## src/rtl/race_draw_datapath.sv

```systemverilog
`default_nettype none
// +------------------------------------------------------------------------+
// | Module   : race_draw_datapath                                          |
// | Purpose  : Pixel generator for the race screen. Sweeps the background, |
// |            the car sprite or a car-sized erase box on request, feeds   |
// |            registered pixels to the VGA adapter and owns the car       |
// |            position register.                                         |
// | Ports    : clock/resetn    - clock, async active-low reset            |
// |            draw_bg/clear/draw_car - level requests (bg > clear > car)  |
// |            move_left/right/fwd    - single-cycle move pulses           |
// |            done_bg/done_erase/done_car - 4-phase completion flags      |
// |            bg_addr/bg_data, car_addr/car_data - ROM ports              |
// |            plot/vga_x/vga_y/vga_colour - registered VGA pixel write    |
// |            car_x/car_y     - current car position                     |
// | Revision : 1.0 - initial release                                       |
// +------------------------------------------------------------------------+
module race_draw_datapath #(
  parameter int         SCREEN_W    = 160,
  parameter int         SCREEN_H    = 120,
  parameter int         CAR_W       = 16,
  parameter int         CAR_H       = 16,
  parameter int         X_START     = 72,
  parameter int         Y_START     = 100,
  parameter int         STEP_X      = 4,
  parameter int         STEP_Y      = 2,
  parameter logic [2:0] TRANSPARENT = 3'b000
) (
  input  logic        clock,
  input  logic        resetn,
  input  logic        draw_bg,
  input  logic        draw_car,
  input  logic        clear,
  input  logic        move_left,
  input  logic        move_right,
  input  logic        move_fwd,
  output logic        done_bg,
  output logic        done_car,
  output logic        done_erase,
  output logic [14:0] bg_addr,
  input  logic [2:0]  bg_data,
  output logic [7:0]  car_addr,
  input  logic [2:0]  car_data,
  output logic        plot,
  output logic [7:0]  vga_x,
  output logic [6:0]  vga_y,
  output logic [2:0]  vga_colour,
  output logic [7:0]  car_x,
  output logic [6:0]  car_y
);

  localparam logic [7:0] c_bg_last_i  = 8'(SCREEN_W - 1);
  localparam logic [6:0] c_bg_last_j  = 7'(SCREEN_H - 1);
  localparam logic [7:0] c_car_last_i = 8'(CAR_W - 1);
  localparam logic [6:0] c_car_last_j = 7'(CAR_H - 1);
  localparam logic [7:0] c_x_max      = 8'(SCREEN_W - CAR_W);
  localparam logic [6:0] c_y_wrap     = 7'(SCREEN_H - CAR_H);
  localparam logic [7:0] c_step_x     = 8'(STEP_X);
  localparam logic [6:0] c_step_y     = 7'(STEP_Y);
  localparam logic [7:0] c_x_start    = 8'(X_START);
  localparam logic [6:0] c_y_start    = 7'(Y_START);

  typedef enum logic [2:0] {
    S_IDLE        = 3'd0,
    S_SWEEP_BG    = 3'd1,
    S_SWEEP_ERASE = 3'd2,
    S_SWEEP_CAR   = 3'd3,
    S_FLUSH       = 3'd4,
    S_DONE        = 3'd5
  } state_t;

  typedef enum logic [1:0] {
    K_BG    = 2'd0,
    K_ERASE = 2'd1,
    K_CAR   = 2'd2
  } kind_t;

  // Row-major 160-wide address without a multiplier: y*128 + y*32 + x.
  function automatic logic [14:0] f_addr(input logic [6:0] y, input logic [7:0] x);
    f_addr = {1'b0, y, 7'b0} + {3'b0, y, 5'b0} + {7'b0, x};
  endfunction

  state_t     r_state;
  kind_t      r_kind;
  logic [7:0] r_i;
  logic [6:0] r_j;
  logic [7:0] r_cx;
  logic [6:0] r_cy;
  // Pipeline stage: coordinates of the pixel whose ROM address is on the bus.
  logic       r_pipe_valid;
  logic       r_pipe_car;
  logic [7:0] r_pipe_x;
  logic [6:0] r_pipe_y;

  logic       w_accept;
  logic       w_issue;
  logic       w_in_sweep;
  logic       w_end_row;
  logic       w_sweep_done;
  logic       w_req;
  kind_t      w_kind;
  logic [7:0] w_last_i;
  logic [6:0] w_last_j;
  logic [7:0] w_ni;
  logic [6:0] w_nj;
  logic [7:0] w_base_x;
  logic [6:0] w_base_y;
  logic [7:0] w_px;
  logic [6:0] w_py;

  always_comb begin
    w_accept   = (r_state == S_IDLE) && (draw_bg || clear || draw_car);
    w_in_sweep = (r_state == S_SWEEP_BG) || (r_state == S_SWEEP_ERASE) ||
                 (r_state == S_SWEEP_CAR);

    // In IDLE the kind comes from the requests; afterwards from the latch.
    w_kind = r_kind;
    if (r_state == S_IDLE) begin
      if (draw_bg)    w_kind = K_BG;
      else if (clear) w_kind = K_ERASE;
      else            w_kind = K_CAR;
    end

    w_last_i     = (w_kind == K_BG) ? c_bg_last_i : c_car_last_i;
    w_last_j     = (w_kind == K_BG) ? c_bg_last_j : c_car_last_j;
    w_end_row    = (r_i == w_last_i);
    w_sweep_done = w_in_sweep && w_end_row && (r_j == w_last_j);
    w_issue      = w_accept || (w_in_sweep && !w_sweep_done);

    // Next raster position to put on the address bus.
    if (w_accept) begin
      w_ni = 8'd0;
      w_nj = 7'd0;
    end else if (w_end_row) begin
      w_ni = 8'd0;
      w_nj = r_j + 7'd1;
    end else begin
      w_ni = r_i + 8'd1;
      w_nj = r_j;
    end

    // Car-relative sweeps use the live position on acceptance so the
    // snapshot and the first pixel agree even if a move lands that cycle.
    if (w_kind == K_BG) begin
      w_base_x = 8'd0;
      w_base_y = 7'd0;
    end else if (r_state == S_IDLE) begin
      w_base_x = car_x;
      w_base_y = car_y;
    end else begin
      w_base_x = r_cx;
      w_base_y = r_cy;
    end
    w_px = w_base_x + w_ni;
    w_py = w_base_y + w_nj;

    case (r_kind)
      K_BG:    w_req = draw_bg;
      K_ERASE: w_req = clear;
      default: w_req = draw_car;
    endcase
  end

  always_ff @(posedge clock or negedge resetn) begin
    if (!resetn) begin
      r_state      <= S_IDLE;
      r_kind       <= K_BG;
      r_i          <= 8'd0;
      r_j          <= 7'd0;
      r_cx         <= 8'd0;
      r_cy         <= 7'd0;
      r_pipe_valid <= 1'b0;
      r_pipe_car   <= 1'b0;
      r_pipe_x     <= 8'd0;
      r_pipe_y     <= 7'd0;
      bg_addr      <= 15'd0;
      car_addr     <= 8'd0;
      plot         <= 1'b0;
      vga_x        <= 8'd0;
      vga_y        <= 7'd0;
      vga_colour   <= 3'd0;
      done_bg      <= 1'b0;
      done_car     <= 1'b0;
      done_erase   <= 1'b0;
      car_x        <= c_x_start;
      car_y        <= c_y_start;
    end else begin
      // Output stage: ROM data for the piped pixel is valid now.
      plot <= 1'b0;
      if (r_pipe_valid) begin
        vga_x      <= r_pipe_x;
        vga_y      <= r_pipe_y;
        vga_colour <= r_pipe_car ? car_data : bg_data;
        plot       <= !r_pipe_car || (car_data != TRANSPARENT);
      end

      r_pipe_valid <= 1'b0;
      if (w_issue) begin
        r_i          <= w_ni;
        r_j          <= w_nj;
        r_pipe_valid <= 1'b1;
        r_pipe_car   <= (w_kind == K_CAR);
        r_pipe_x     <= w_px;
        r_pipe_y     <= w_py;
        if (w_kind == K_CAR) car_addr <= {w_nj[3:0], w_ni[3:0]};
        else                 bg_addr  <= f_addr(w_py, w_px);
      end

      case (r_state)
        S_IDLE: begin
          if (move_left && !move_right)
            car_x <= (car_x < c_step_x) ? 8'd0 : car_x - c_step_x;
          else if (move_right && !move_left)
            car_x <= (car_x > c_x_max - c_step_x) ? c_x_max : car_x + c_step_x;
          if (move_fwd)
            car_y <= (car_y < c_step_y) ? c_y_wrap : car_y - c_step_y;

          if (w_accept) begin
            r_kind <= w_kind;
            r_cx   <= car_x;
            r_cy   <= car_y;
            case (w_kind)
              K_BG:    r_state <= S_SWEEP_BG;
              K_ERASE: r_state <= S_SWEEP_ERASE;
              default: r_state <= S_SWEEP_CAR;
            endcase
          end
        end
        S_SWEEP_BG, S_SWEEP_ERASE, S_SWEEP_CAR: begin
          if (w_sweep_done) r_state <= S_FLUSH;
        end
        S_FLUSH: begin
          r_state <= S_DONE;
          case (r_kind)
            K_BG:    done_bg    <= 1'b1;
            K_ERASE: done_erase <= 1'b1;
            default: done_car   <= 1'b1;
          endcase
        end
        S_DONE: begin
          if (!w_req) begin
            done_bg    <= 1'b0;
            done_erase <= 1'b0;
            done_car   <= 1'b0;
            r_state    <= S_IDLE;
          end
        end
        default: r_state <= S_IDLE;
      endcase
    end
  end

endmodule
`default_nettype wire
```

## config.mk

```make
export PLATFORM = sky130hd
export DESIGN_NAME = race_draw_datapath
export DESIGN_NICKNAME = d
export VERILOG_FILES = /design/src/rtl/race_draw_datapath.sv
export SDC_FILE = /design/constraint.sdc
export NUM_CORES = 1
export LEC_CHECK = 0
export CAP_MARGIN = 20
export CORE_UTILIZATION = 61
export CTS_BUF_LIST = sky130_fd_sc_hd__clkbuf_8 sky130_fd_sc_hd__clkbuf_16
export DETAILED_ROUTE_END_ITERATION = 16
export PLACE_DENSITY = 0.85
export REMOVE_ABC_BUFFERS = 1
export SYNTH_ARGS = -nofsm -noshare
export SYNTH_HDL_FRONTEND = slang
export SYNTH_SLANG_ARGS = --single-unit
```

## constraint.sdc

```tcl
create_clock -name clock -period 15.7 [get_ports clock]
set_input_delay 3.14 -clock clock [delete_from_list [all_inputs] [get_ports clock]]
set_output_delay 3.14 -clock clock [all_outputs]
set_load 0.03 [all_outputs]
```

# Word-level counts from Yosys, hierarchy flattened
# Index checks and enable logic that the tools add are counted.
[classes]
addsub = 9
muxes = 34
n_bitwise = 1
reduce_logical = 33
magnitude_cmp = 3
eq_ne = 16
[ops]
columns = ["operator", "n"]
rows = [
  ["$mux W8", 9],
  ["$mux W7", 6],
  ["$add A14 B12 Y15", 1],
  ["$add A15 B8 Y15", 1],
  ["$mux W3", 4],
  ["$pmux W3 S4", 1],
  ["$reduce_and A3 Y1", 4],
  ["$ne A2 B2 Y1 const B", 5],
  ["$reduce_and A2 Y1", 5],
  ["$add A8 B1 Y8 const B", 1],
  ["$add A8 B3 Y8 const B", 1],
  ["$add A8 B8 Y8", 1],
  ["$eq A8 B8 Y1", 1],
  ["$gt A8 B8 Y1 const B", 1],
  ["$lt A8 B3 Y1 const B", 1],
  ["$pmux W1 S2", 4],
  ["$sub A8 B3 Y8 const B", 1],
  ["$add A7 B1 Y7 const B", 1],
  ["$add A7 B7 Y7", 1],
  ["$eq A7 B7 Y1", 1],
  ["$lt A7 B2 Y1 const B", 1],
  ["$sub A7 B2 Y7 const B", 1],
  ["$eq A3 B2 Y1 const B", 2],
  ["$eq A3 B3 Y1 const B", 2],
  ["other kinds (17)", 40],
]
[totals]
output_inout_bits = 60
word_cells = 117
ff_bits = 112
input_bits = 14

# Longest topological paths before layout
[logic_depth]
word_depth = 12
ltp_mapped = 23
ltp_nobuf = 23

# Worst setup path before layout
# Ideal clock, no wire load.
[synth_timing]
kind = "input port to flip-flop"
start = "input draw_bg"
end = "register bg_addr[13]"
arrival_ns = 7.493
cell_stages = 22
required_ns = 15.617
n_path_buf = 0
slack_ns = 8.125
path_cell_list = "or4b_1 > o211ai_2 > a21o_2 > nand2_1 > nor2_1 > ha_1 > nand2_1 > o21ai_0 > or4_1 > a31oi_1 > xnor2_1 > xnor2_1 > fa_1 > inv_1 > ha_1 > a21o_1 > a21oi_1 > nor2b_1 > o21a_1 > o41a_1 > xor2_1 > o21ai_0"
[synth_rtl]
columns = ["element", "line", "rtl"]
rows = [
  ["start: declaration", "30", "input logic draw_bg,"],
  ["$mux W2", "118", "if (draw_bg) w_kind = K_BG;"],
  ["$mux W2", "117", "if (r_state == S_IDLE) begin"],
  ["$logic_not A2 Y1", "123", "w_last_i = (w_kind == K_BG) ? c_bg_last_i : c_car_last_i;"],
  ["$mux W8", "123", ""],
  ["$eq A8 B8 Y1", "125", "w_end_row = (r_i == w_last_i);"],
  ["$mux W8", "133", "end else if (w_end_row) begin"],
  ["$mux W8 *", "130", "if (w_accept) begin"],
  ["net w_ni[3]", "103", "logic [7:0] w_ni;"],
  ["$add A8 B8 Y8 *", "153", "w_px = w_base_x + w_ni;"],
  ["$add A15 B8 Y15 *", "79", "f_addr = {1'b0, y, 7'b0} + {3'b0, y, 5'b0} + {7'b0, x};"],
  ["end signal: assignment", "205", "else bg_addr <= f_addr(w_py, w_px);"],
  ["end: declaration", "39", "output logic [14:0] bg_addr,"],
]
# Mark *: on every way through the listed nets, which the timed path passes. The rest lies on a longest branch.
# A chain may end at the register's enable or synchronous reset.

# Worst setup path after layout
# Same ends and word-level chain as after synthesis.

==> flow_summary.ini <==
[run_status]
outcome = finished with violations
violations = DRC

[placement]
gp_congestion = 0.8726
port_buffers = 70
dp_hpwl_um = 9464

[logic_synthesis]
synthTopCellsByArea = dfrtp_1 (41%), nand2_1 (7.6%), ha_1 (6.8%)
synth_area_um2 = 6108
synth_cell_types = 68
ys.flop_type = dfrtp_1
postSynthCellCount = 639
synth-seq-cells = 106
synthArstFlopShare_pct = 100.0
synth_area_leader_cell = dfrtp_1
ys.warnings.count = 0
synth_edf_count = 0
synth_top_area_share_pct = 41.38
avgSynthCellArea_um2 = 9.559
seq_area_frac_synth_pct = 43.53

[setup_path]
critical-path-slowest-cell = nand2b_1
crit_fanout = 22
path_class = in -> reg
slowest_delay_ns = 0.64
cp.required_ns = 16.01
crit_path_end_kind = flip-flop
cp_cell_sequence = clkdlybuf4s50_1, nor3_1, nand2b_1, nand2_1, nor2_1, ha_1, nand2_1, o21ai_0, or4_1, a31oi_1, xnor2_1, xnor2_1, fa_1, inv_1, ha_1, a21o_1, a21oi_1, nor2b_1, o21a_1, o41a_1, xor2_1, o21ai_0
worst_ep_arrival_time_ns = 8.83
start_kind = input port

[grt]
met3_usage_pct = 3.967
grt_max_degree = 74
gr-total-overflow = 0
grtUsageMet1_pct = 35.39
top_usage_layer = met2
grt_pass1_vias = 4701
grt_usage_pct = 27.31
grt_antenna_before_repair = 0
grt_pass1_wl_um = 22170
met2_usage_pct = 46.57

[timing]
hold_viol_final = 0
worst_hold_slack_ns = 0.4750
period_minus_slack_ns = 8.521
slew_headroom_pct = 39.52
fin_setup_tns_ns = 0
rsz0062_at_grt = no
fin_skew_ns = 0.009733
tightest_slew_ns = 0.9072
slew_violations = 0
fin_crit_sh_pct = 54.27
timing.fmax_mhz = 117.4
finalSetupViolations = 0

[clocking]
worstSkewPairLatency_ns = 0.38
post-cts-setup-buffer-count = 0
hold_buffers = 0
cts_sinks = 106
postCtsResizedCells = 0
htreeDepth = 3
cts-root-buf = clkbuf_8
numCtsBuffers = 9
clk_pin_slew_ns = 0.11
clockBufferDepth = 2
cts_tree = built

[power_and_ir_drop]
p_leak_nw = 3.267
powerDensity_nw_per_um2 = 206.5
peakVddDrop_uv = 142.8

[flow_run]
cap_violations = 0

[drt]
first_pass_iters = 11
drtAntennaViolNets = 0
routed_wl_um = 13210
drcViolationCount = 1
vias = 4820
via_per_inst = 5.752
drt_iter0_drc = 234
wl_per_cell_um = 15.77

[die]
die-width_um = 102.1
die_y_um = 102.1
coreArea_um2 = 9729
boundaryPins = 74
start_util_pct = 62.78
core.rowCount = 36
die_area_um2 = 10420

[worst_hold_path]
hp-class = reg -> reg

[finish]
layout-drive-gt1-share_pct = 10.07
nets = 751
n_antenna_cell = 0
area_growth_pct = 15.20
[stage by stage]
| stage | std cells | power, mW | util (%) | area, um2 | setup WS (ns) |
|---|---|---|---|---|---|
| floorplan | 615 | 1.019 | - | 5958 | 8.086 |
| global placement | 822 | 1.254 | 70.43 | 6853 | 7.093 |
| detailed placement | 822 | 1.288 | 70.43 | 6853 | 6.836 |
| CTS | 838 | 1.457 | 72.33 | 7037 | 7.234 |
| global route | 838 | 1.561 | 72.33 | 7037 | 6.784 |
| finish | 838 | 1.453 | 72.33 | 7037 | 7.179 |
[where the power goes]
part | internal [mW] | switching, mW
Clock | 0.0605 | 0.101
Sequential | 0.377 | 0.0898
Combinational | 0.337 | 0.488
[area by class of cell]
type                            count  area, um2
Fill cell                         776       2693
Multi-Input combinational cell    484       3203
Timing Repair Buffer               74      728.2
Inverter                           25      96.34
Clock inverter                      7      60.06
Sequential cell                   106       2659
Clock buffer                        9      123.9
Tap cell                          133      166.4
[worst paths after layout]
check,to,slack [ns],cells after the start,from
max reg2reg,bg_addr[13],9.59,22,r_state[1]
min reg2reg,r_pipe_y[5],0.47,2,r_pipe_y[5]
min,r_pipe_y[5],0.47,2,r_pipe_y[5]
max in group asynchronous,car_y[4],11.74,2,resetn
min in group asynchronous,r_pipe_y[5],2.69,1,resetn
max,bg_addr[13],7.18,22,draw_bg
[logic make-up after synthesis]
family,after synthesis,synth area share (%)
XOR/XNOR,37,5.531
AND/OR/NAND/NOR,244,18.29
AO/OA/AOI/OAI,122,12.74
flip-flops,106,43.53
multiplexers,37,7.374
buffers and inverters,55,4.404
other,1,0.06139
adder cells (fa/ha/maj),37,8.071
[flip-flops by register name, indices dropped and copies added (netlist names), 7 cells and up]
| register | cells |
|---|---|
| bg_addr | 15 |
| car_addr | 8 |
| r_i | 8 |
| r_pipe_x | 8 |
| vga_x | 8 |
| r_j | 7 |
| r_pipe_y | 7 |
| vga_y | 7 |
[critical path, delay by kind of cell]
| kind | cells | cell delay [ns] |
|---|---|---|
| AOI/OAI and AO/OA | 7 | 1.40 |
| xor gates and xnor gates | 3 | 0.48 |
| adders and majority gates | 3 | 1.00 |
| buffers and inverters | 2 | 0.65 |
| and+or+nand+nor | 7 | 2.15 |
[metal layers]
layer / vias to the layer above / wire length (um) / part of all wire, %
met5: - / 0 / 0
met4: 0 / 264 / 2.0
met3: 24 / 580 / 4.4
met2: 160 / 6537 / 49
met1: 2347 / 5829 / 44
li1: 2289 / - / -
[synthesized netlist by cell type, types with 10 or more instances]
library cell	number
a21oi_1	36
xnor2_1	21
xor2_1	15
dfrtp_1	101
mux2_2	20
o21ai_0	36
mux2_4	11
clkbuf_1	10
nand2_1	124
ha_1	33
inv_1	24
nor2_1	58
nand2b_1	10
[cells in the final DEF (no fill, tap or decap), drive strengths merged, types with 3 or more instances in the layout]
cell and instances:
conb 7, xnor2 21, o21ai 40, fa 4
o31ai 4, nand2b 10, buf 5, mux2 31
inv 28, o31a 3, nor3 10, o21a 4
or3 3, ha 33, and3 5, clkdlybuf4s50 69
a31oi 4, nand3 7, a21oi 36, clkbuf 9
xor2 15, nand2 125, nand4 4, mux2i 6
a41oi 4, nor2b 5, nor2 61, a21o 9
dfstp 5, dfrtp 101, a211oi 3
Power figures use the tool's default switching activity.
